--- config.mk ---
export PLATFORM = sky130hd
export DESIGN_NAME = stack_arbiter_flat
export DESIGN_NICKNAME = d
export VERILOG_FILES = /design/src/rtl/stack_arb_pkg.sv /design/src/rtl/stack_arbiter_if.sv /design/src/rtl/stack_arbiter_rr_arb2.sv /design/src/rtl/stack_arbiter.sv /design/src/flat_wrapper.sv
export SDC_FILE = /design/constraint.sdc
export NUM_CORES = 1
export LEC_CHECK = 0
export BUFFER_PORTS_ARGS = -buffer_cell sky130_fd_sc_hd__clkbuf_2
export CORE_MARGIN = 10
export CORE_UTILIZATION = 53
export DETAILED_ROUTE_END_ITERATION = 10
export GPL_TIMING_DRIVEN = 1
export PLACE_DENSITY = 0.95
export SLEW_MARGIN = 20
export SYNTH_ARGS = -nofsm -noshare
export SYNTH_HDL_FRONTEND = slang
export SYNTH_SLANG_ARGS = --single-unit
export TNS_END_PERCENT = 30
--- constraint.sdc ---
create_clock -name Clk -period 7.05 [get_ports Clk]
set_input_delay 0 -clock Clk [delete_from_list [all_inputs] [get_ports Clk]]
set_output_delay 0 -clock Clk [all_outputs]
set_load 0.03 [all_outputs]
--- src/rtl/stack_arb_pkg.sv ---
// Shared types and defaults for the two-requester stack arbiter.
// State encoding, op codes and default widths live here.
package stack_arb_pkg;

  typedef enum logic [1:0] {
    IDLE    = 2'd0,
    ISSUE   = 2'd1,
    POPWAIT = 2'd2,
    ACK     = 2'd3
  } state_t;

  localparam logic OP_PUSH = 1'b1;
  localparam logic OP_POP  = 1'b0;

  localparam logic ID_A = 1'b0;
  localparam logic ID_B = 1'b1;

  localparam int DW_DEF    = 8;
  localparam int DEPTH_DEF = 32;
  localparam int CW_DEF    = 6;

endpackage

--- src/rtl/stack_arbiter_if.sv ---
// Requester, stack and status signals of the stack arbiter.
// master = requesters plus stack, slave = the arbiter.
interface stack_arbiter_if #(
  parameter int DW = 8,
  parameter int CW = 6
);

  logic          Req_A;
  logic          Op_A;
  logic [DW-1:0] Wdata_A;
  logic          Ack_A;
  logic          Err_A;
  logic [DW-1:0] Rdata_A;

  logic          Req_B;
  logic          Op_B;
  logic [DW-1:0] Wdata_B;
  logic          Ack_B;
  logic          Err_B;
  logic [DW-1:0] Rdata_B;

  logic          St_Push;
  logic          St_Pop;
  logic [DW-1:0] St_Din;
  logic [DW-1:0] St_Dout;
  logic          St_RstN;

  logic [CW-1:0] Count;
  logic          Full;
  logic          Empty;

  modport master (
    output Req_A, Op_A, Wdata_A,
    output Req_B, Op_B, Wdata_B,
    output St_Dout,
    input  Ack_A, Err_A, Rdata_A,
    input  Ack_B, Err_B, Rdata_B,
    input  St_Push, St_Pop, St_Din, St_RstN,
    input  Count, Full, Empty
  );

  modport slave (
    input  Req_A, Op_A, Wdata_A,
    input  Req_B, Op_B, Wdata_B,
    input  St_Dout,
    output Ack_A, Err_A, Rdata_A,
    output Ack_B, Err_B, Rdata_B,
    output St_Push, St_Pop, St_Din, St_RstN,
    output Count, Full, Empty
  );

endinterface

--- src/rtl/stack_arbiter_rr_arb2.sv ---
// Two-way round-robin picker: grant 0 = A, 1 = B.
// On a tie the requester not served last wins.
module rr_arb2 (
  input  logic Req_A,
  input  logic Req_B,
  input  logic last_served,
  output logic grant
);

  always_comb begin
    grant = 1'b0;
    unique case (1'b1)
      (Req_A && Req_B):  grant = ~last_served;
      (Req_B && !Req_A): grant = 1'b1;
      default:           grant = 1'b0;
    endcase
  end

endmodule

--- src/rtl/stack_arbiter.sv ---
// Shares one LIFO stack between requesters A and B.
// Sequences push/pop strobes and tracks occupancy locally.
module stack_arbiter
  import stack_arb_pkg::*;
#(
  parameter int DW    = DW_DEF,
  parameter int DEPTH = DEPTH_DEF,
  parameter int CW    = CW_DEF
) (
  input logic           Clk,
  input logic           Rst,
  stack_arbiter_if.slave bus
);

  localparam logic [CW-1:0] MAX = CW'(DEPTH);
  localparam logic [CW-1:0] ONE = CW'(1);

  state_t        state;
  logic          sel;
  logic          op_q;
  logic          last;
  logic [CW-1:0] count;
  logic          grant;
  logic          op_in;
  logic [DW-1:0] wd_in;
  logic          push_ok;
  logic          pop_ok;
  logic          in_ok;

  rr_arb2 u_arb (
    .Req_A       (bus.Req_A),
    .Req_B       (bus.Req_B),
    .last_served (last),
    .grant       (grant)
  );

  always_comb begin
    op_in   = grant ? bus.Op_B : bus.Op_A;
    wd_in   = grant ? bus.Wdata_B : bus.Wdata_A;
    push_ok = (op_q == OP_PUSH) && (count != MAX);
    pop_ok  = (op_q == OP_POP) && (count != '0);
    in_ok   = (op_in == OP_PUSH) ? (count != MAX)
                                 : (count != '0);
  end

  assign bus.Count   = count;
  assign bus.Full    = (count == MAX);
  assign bus.Empty   = (count == '0);
  assign bus.St_RstN = ~Rst;

  // Strobes are decided on entry to ISSUE so they are registered.
  always_ff @(posedge Clk or posedge Rst) begin
    if (Rst) begin
      state       <= IDLE;
      sel         <= ID_A;
      op_q        <= OP_POP;
      last        <= ID_B;
      count       <= '0;
      bus.Ack_A   <= 1'b0;
      bus.Ack_B   <= 1'b0;
      bus.Err_A   <= 1'b0;
      bus.Err_B   <= 1'b0;
      bus.Rdata_A <= '0;
      bus.Rdata_B <= '0;
      bus.St_Push <= 1'b0;
      bus.St_Pop  <= 1'b0;
      bus.St_Din  <= '0;
    end else begin
      bus.Ack_A   <= 1'b0;
      bus.Ack_B   <= 1'b0;
      bus.Err_A   <= 1'b0;
      bus.Err_B   <= 1'b0;
      bus.St_Push <= 1'b0;
      bus.St_Pop  <= 1'b0;
      unique case (state)
        IDLE: begin
          if (bus.Req_A || bus.Req_B) begin
            sel  <= grant;
            op_q <= op_in;
            if (op_in == OP_PUSH) begin
              bus.St_Din <= wd_in;
            end
            bus.St_Push <= (op_in == OP_PUSH) && in_ok;
            bus.St_Pop  <= (op_in == OP_POP) && in_ok;
            state <= ISSUE;
          end
        end
        ISSUE: begin
          unique case (1'b1)
            push_ok: begin
              count     <= count + ONE;
              bus.Ack_A <= (sel == ID_A);
              bus.Ack_B <= (sel == ID_B);
              state     <= ACK;
            end
            pop_ok: begin
              count <= count - ONE;
              state <= POPWAIT;
            end
            default: begin
              bus.Ack_A <= (sel == ID_A);
              bus.Ack_B <= (sel == ID_B);
              bus.Err_A <= (sel == ID_A);
              bus.Err_B <= (sel == ID_B);
              state     <= ACK;
            end
          endcase
        end
        POPWAIT: begin
          if (sel == ID_B) begin
            bus.Rdata_B <= bus.St_Dout;
          end else begin
            bus.Rdata_A <= bus.St_Dout;
          end
          bus.Ack_A <= (sel == ID_A);
          bus.Ack_B <= (sel == ID_B);
          state     <= ACK;
        end
        ACK: begin
          last  <= sel;
          state <= IDLE;
        end
        default: state <= IDLE;
      endcase
    end
  end

endmodule

--- src/flat_wrapper.sv ---
// flat-port wrapper written by rule: the top's interface ports become plain ports
module stack_arbiter_flat import stack_arb_pkg::*;
#(
  parameter int DW    = DW_DEF,
  parameter int DEPTH = DEPTH_DEF,
  parameter int CW    = CW_DEF
)
  (Clk, Rst, bus_Req_A, bus_Op_A, bus_Wdata_A, bus_Req_B, bus_Op_B, bus_Wdata_B, bus_St_Dout, bus_Ack_A, bus_Err_A, bus_Rdata_A, bus_Ack_B, bus_Err_B, bus_Rdata_B, bus_St_Push, bus_St_Pop, bus_St_Din, bus_St_RstN, bus_Count, bus_Full, bus_Empty);
  stack_arbiter_if #(.DW(DW), .CW(CW)) bus_i ();
  input logic Clk;
  input logic Rst;
  input wire logic [$bits(bus_i.Req_A)-1:0] bus_Req_A;
  input wire logic [$bits(bus_i.Op_A)-1:0] bus_Op_A;
  input wire logic [$bits(bus_i.Wdata_A)-1:0] bus_Wdata_A;
  input wire logic [$bits(bus_i.Req_B)-1:0] bus_Req_B;
  input wire logic [$bits(bus_i.Op_B)-1:0] bus_Op_B;
  input wire logic [$bits(bus_i.Wdata_B)-1:0] bus_Wdata_B;
  input wire logic [$bits(bus_i.St_Dout)-1:0] bus_St_Dout;
  output wire logic [$bits(bus_i.Ack_A)-1:0] bus_Ack_A;
  output wire logic [$bits(bus_i.Err_A)-1:0] bus_Err_A;
  output wire logic [$bits(bus_i.Rdata_A)-1:0] bus_Rdata_A;
  output wire logic [$bits(bus_i.Ack_B)-1:0] bus_Ack_B;
  output wire logic [$bits(bus_i.Err_B)-1:0] bus_Err_B;
  output wire logic [$bits(bus_i.Rdata_B)-1:0] bus_Rdata_B;
  output wire logic [$bits(bus_i.St_Push)-1:0] bus_St_Push;
  output wire logic [$bits(bus_i.St_Pop)-1:0] bus_St_Pop;
  output wire logic [$bits(bus_i.St_Din)-1:0] bus_St_Din;
  output wire logic [$bits(bus_i.St_RstN)-1:0] bus_St_RstN;
  output wire logic [$bits(bus_i.Count)-1:0] bus_Count;
  output wire logic [$bits(bus_i.Full)-1:0] bus_Full;
  output wire logic [$bits(bus_i.Empty)-1:0] bus_Empty;
  assign bus_i.Req_A = bus_Req_A;
  assign bus_i.Op_A = bus_Op_A;
  assign bus_i.Wdata_A = bus_Wdata_A;
  assign bus_i.Req_B = bus_Req_B;
  assign bus_i.Op_B = bus_Op_B;
  assign bus_i.Wdata_B = bus_Wdata_B;
  assign bus_i.St_Dout = bus_St_Dout;
  assign bus_Ack_A = bus_i.Ack_A;
  assign bus_Err_A = bus_i.Err_A;
  assign bus_Rdata_A = bus_i.Rdata_A;
  assign bus_Ack_B = bus_i.Ack_B;
  assign bus_Err_B = bus_i.Err_B;
  assign bus_Rdata_B = bus_i.Rdata_B;
  assign bus_St_Push = bus_i.St_Push;
  assign bus_St_Pop = bus_i.St_Pop;
  assign bus_St_Din = bus_i.St_Din;
  assign bus_St_RstN = bus_i.St_RstN;
  assign bus_Count = bus_i.Count;
  assign bus_Full = bus_i.Full;
  assign bus_Empty = bus_i.Empty;
  stack_arbiter #(.DW(DW), .DEPTH(DEPTH), .CW(CW)) u_core (.Clk(Clk), .Rst(Rst), .bus(bus_i));
endmodule
## Word-level counts from Yosys, hierarchy flattened

Cells that the tools add are included.
W data, S select, Z words.

| word-level totals | value |
|---|---|
| output and inout bits | 39 |
| bits in registers | 41 |
| input bits | 30 |
| word-level logic and storage cells | 65 |

| cells by class | value |
|---|---|
| bitwise gates (word level) | 5 |
| $add $sub $neg | 2 |
| reduce and logical (&&, ||, !) cells | 18 |
| muxes and demuxes | 20 |
| equal/unequal tests | 6 |

Operators by type and width:

| operator | count |
|---|---|
| $mux W1 | 13 |
| $pmux W6 S2 | 1 |
| $mux W8 | 1 |
| $pmux W2 S4 | 1 |
| $reduce_and A2 Y1 | 4 |
| $add A6 B1 Y6 const B | 1 |
| $eq A6 B6 Y1 const B | 1 |
| $logic_and A1 B1 Y1 | 6 |
| $logic_not A6 Y1 | 1 |
| $ne A6 B6 Y1 const B | 1 |
| $pmux W1 S2 | 3 |
| $reduce_bool A6 Y1 | 1 |
| $sub A6 B1 Y6 const B | 1 |
| $not A1 Y1 | 5 |
| $eq A2 B2 Y1 const B | 2 |
| $reduce_and A3 Y1 | 1 |
| $eq A2 B1 Y1 const B | 1 |
| $logic_not A2 Y1 | 1 |
| $mux W2 | 1 |
| $ne A2 B1 Y1 const B | 1 |
| $reduce_bool A2 Y1 | 1 |
| $reduce_or A2 Y1 | 1 |
| $logic_not A1 Y1 | 1 |
| $logic_or A1 B1 Y1 | 1 |

## Longest topological paths before layout

| logic depth | value |
|---|---|
| word-level depth | 8 |
| mapped depth | 9 |
| depth with buffers taken out | 9 |

## Hierarchy

From an unflattened synthesis, not the netlist that was laid out.

| unflattened totals | value |
|---|---|
| cell total of the unflattened synthesis | 155 |
| area total of the unflattened synthesis | 1921.8 um2 |

By module, submodules not included:

| module | area each (um2) | sequential area each (um2) | cells an instance | times used |
|---|---|---|---|---|
| stack_arbiter | 1910.6 | 1027.2 | 154 | 1 |
| rr_arb2 | 11.3 | 0.0 | 1 | 1 |

## Worst setup path after synthesis

No wires, ideal clock.

| timing | value |
|---|---|
| path kind | reg-to-reg |
| start | reg u_core.count[0] (netlist: u_core.bus.Count[0]) |
| end | reg u_core.count[4] (netlist: u_core.bus.Count[4]) |
| path slack | 3.998 ns |
| clock period less this slack | 3.052 ns |
| data arrival time | 2.927 ns |
| library setup time | 0.125 ns |
| data required time | 6.925 ns |
| buffers on the path | 0 |
| cell stages (with the launch flop) | 9 |
| cells stage by stage | dfrtp_1 or4_4 nor3_2 nor2_1 fa_1 a21o_1 a21oi_1 xnor2_1 mux2_4 |

| on the way | value |
|---|---|
| word-level cells in the longest chain between the ends | 4 |
| elaborated cells between the ends (all ways) | 9 |
| those cells by class | add/sub: 2; eq/ne: 1; mux: 1; reduce/logical: 5 |

RTL lines:

| what | line | source |
|---|---|---|
| start, declared | stack_arbiter.sv:22 | `logic [CW-1:0] count;` |
| start signal, assigned | stack_arbiter.sv:91 | `count <= count + ONE;` |
| start signal, assigned | stack_arbiter.sv:97 | `count <= count - ONE;` |
| parallel branches: the longest is 4 deep, another holds $sub A6 B1 Y6 | n/a |  |

Parallel ways; which one is timed is not known.
A chain may end at the register's enable or synchronous reset.

## Worst setup path in the final report

| timing | value |
|---|---|
| start | reg u_core.count[0] (netlist: u_core.bus.Count[0]) |
| end | reg u_core.count[5] (netlist: u_core.bus.Count[5]) |

Same word-level chain as after synthesis.

==> results_dict.tcl <==
set metrics [dict create \
    outcome "finished, final reports clean" \
    critPathMostFrequentCell "o21ai_0" \
    p_sw_uw 643 \
    grt.overflow.total 0 \
    cp_top_family "simple AND/OR/NAND/NOR gates" \
    nNetsFinal 288 \
    initial_utilization 0.545 \
    path_cells "or4_4, nor3_2, nor2_1, ha_1, a211oi_1, o21ai_0, a41oi_1, o21ai_0, nand3_1" \
    worst_slew_pin_slew_ns 0.726 \
    p_per_area_mw_per_mm2 545 \
    final_common_cell "clkbuf_2" \
    async_reset_ff_frac 1.00 \
    wire_per_inst_um 16.6 \
    die_h_um 81.2 \
    setup_tns_ns 0 \
    critPathCaptureType "flop" \
    drive_gt1_frac 0.412 \
    path_buf_inv 0 \
    finalSetupViolCount 0 \
    swShare 0.459 \
    grt.total_usage 0.156 \
    yosys_warnings 0 \
    dieArea_mm2 0.00659 \
    skew_ns 0.00258 \
    finalInstanceArea_mm2 0.00257 \
    drt_iter0_drc 58 \
    crit_path_top_delay_cell "or4_4" \
    rows 22 \
    multi_input_comb_area_um2 908 \
    ctsHtreeMaxLevel 2 \
    chipWidth_um 81.2 \
    clock_path_buffers 2 \
    antenna_found_initial 0 \
    syn_inst 170 \
    hp-class "input port to flop" \
    n_antenna_cell 0 \
    grt_pass1_wl_um 8190 \
    power.total_uw 1400 \
    syn_avg_cell_area_um2 11.7 \
    core_area_mm2 0.00363 \
    synth_cell_type_count 38 \
    dp_hpwl_um 3540 \
    combinationalPowerShare 0.554 \
    route.detailed.drc 0 \
    max_freq_mhz 345 \
    grt_max_degree 43 \
    place_ws_ns 4.29 \
    crit_type "flop to flop" \
    worst_ep_required_time_ns 7.28 \
    clkPwrFrac 0.131 \
    cts_inserted_buffers 5 \
    fin_crit_ns 2.90 \
    synth-seq-area-share 0.518 \
    slowest_delay_ns 0.58 \
    first_global_vias 1730 \
    syn_to_final_growth_pct 29.7 \
    relSlewSlack 0.515 \
    regArea_mm2 0.00103 \
    power_frac_seq 0.315 \
    synth.net_count 209 \
    cts_tree "done" \
    clk-insertion-delay-late_ns 0.29 \
    start_kind "flop" \
    ctsRootBufferMaster "clkbuf_8" \
    drt_first_pass_iters 4 \
    vias_per_cell 5.34 \
    dpl-instance-area_mm2 0.00237 \
    fillers 279 \
    vias 1590 \
    place.port_buffers 68 \
    setup_ws_ns 4.15 \
    ys.flop_type "dfrtp_1" \
    drv_slew 0 \
    cp_data_arrival_time_ns 3.12 \
    fin_crit_sh 0.411 \
    path_clk_slew_ns 0.08 \
    ant_nets 0 \
    ios 69 \
    synth-edff-count 0 \
    ys_ff_latch 41 \
    final_cell_mix "clkbuf_2 (68), dfrtp_1 (40), nor2_1 (18)" \
    hold_viol 0 \
    cp_max_fo 6 \
    wl_um 4950 \
    cts_resized 0 \
    gp_congestion 0.891 \
    ir_worst_vdd_mv 0.289 \
    rsz0062_at_grt "false" \
    p_leak_uw 0.00129 \
    cts.sinks 41 \
    syn_area_mm2 0.00198 \
    drv_cap 0 \
    power.internal_uw 757 \
]
[worst paths after layout]
kind,start,to,slack [ns],cells after the start
min in group asynchronous,Rst,u_core.bus.Rdata_B[4],0.39,4
max reg2reg,u_core.bus.Count[0],u_core.bus.Count[5],4.15,9
min,bus_Wdata_A[4],u_core.bus.St_Din[4],0.01,3
max,u_core.bus.Count[0],u_core.bus.Count[5],4.15,9
max in group asynchronous,Rst,u_core.last,6.29,4
min reg2reg,u_core.bus.Rdata_A[4],u_core.bus.Rdata_A[4],0.51,1
[cells by family after synthesis]
logic type / share of synthesized area
adder cells (fa/ha/maj): 0.0606
AND/OR/NAND/NOR: 0.106
buffers and inverters: 0.0246
AO/OA/AOI/OAI: 0.113
multiplexers: 0.160
flip-flops: 0.518
XOR/XNOR: 0.0177
[routing by layer]
metal	vias to the layer above	global-route usage	share of wire
met5	-	0	0
met1	769	0.186	0.41
met4	0	0.0398	0.011
li1	762	-	-
met2	52	0.265	0.50
met3	7	0.0541	0.083
[power by group through the flow]
| stage | sequential, uW | clock [uW] | combinational (uW) |
|---|---|---|---|
| final | 441 | 183 | 776 |
| after detailed placement | 441 | 0 | 768 |
| after global routing | 462 | 197 | 844 |
| after global placement | 435 | 0 | 739 |
| after CTS | 441 | 187 | 779 |
| after floorplan | 612 | 0 | 391 |
[registers in the layout (all words and copies together), names as in the netlist]
register            cells
u_core.bus.Rdata_A      8
u_core.bus.Count        6
u_core.last             1
u_core.bus.Ack_B        1
u_core.bus.Rdata_B      8
u_core.op_q             1
u_core.bus.Ack_A        1
u_core.bus.St_Din       8
u_core.bus.St_Pop       1
u_core.state            2
u_core.bus.St_Push      1
u_core.bus.Err_B        1
u_core.sel              1
u_core.bus.Err_A        1
[tightest hold or removal path, delay by kind of cell]
kind,cells,cell delay [ns]
compound gates,1,0.13
mux,1,0.05
buf+inv,1,0.08
[area by class of cell]
type	instances	share of cell area
sequential	41	0.400
multi-input combinational	116	0.353
timing repair buffer	79	0.173
clock buffer	6	0.0282
tap	48	0.0234
clock inverter	2	0.0136
inverter	6	0.00876
[cell usage after synthesis, types with 3 or more instances]
cell,number,share of area
nand2_1,4,0.0076
nor2b_1,3,0.0095
ha_1,8,0.051
dfrtp_1,40,0.51
mux2_4,3,0.023
nor2_1,18,0.034
clkbuf_1,5,0.0095
inv_1,6,0.011
o21ai_0,10,0.025
a21o_1,3,0.011
a21oi_1,9,0.023
mux2i_1,8,0.040
mux2_2,17,0.097
[timing repair]
action,in CTS,in global routing
hold buffers,9,0
setup endpoints to repair,0,0
hold endpoints to repair,56,0
setup buffers,0,0
[stage by stage]
step                      instances  hold slack [ns]   util
after global placement          281            0.137  0.653
after global routing            298           0.0263  0.708
final                           298           0.0100  0.708
after CTS                       298          0.00436  0.707
after detailed placement        281            0.141  0.653
after floorplan                 170            0.151      -
Note: power is estimated with default switching activity, not from simulation.
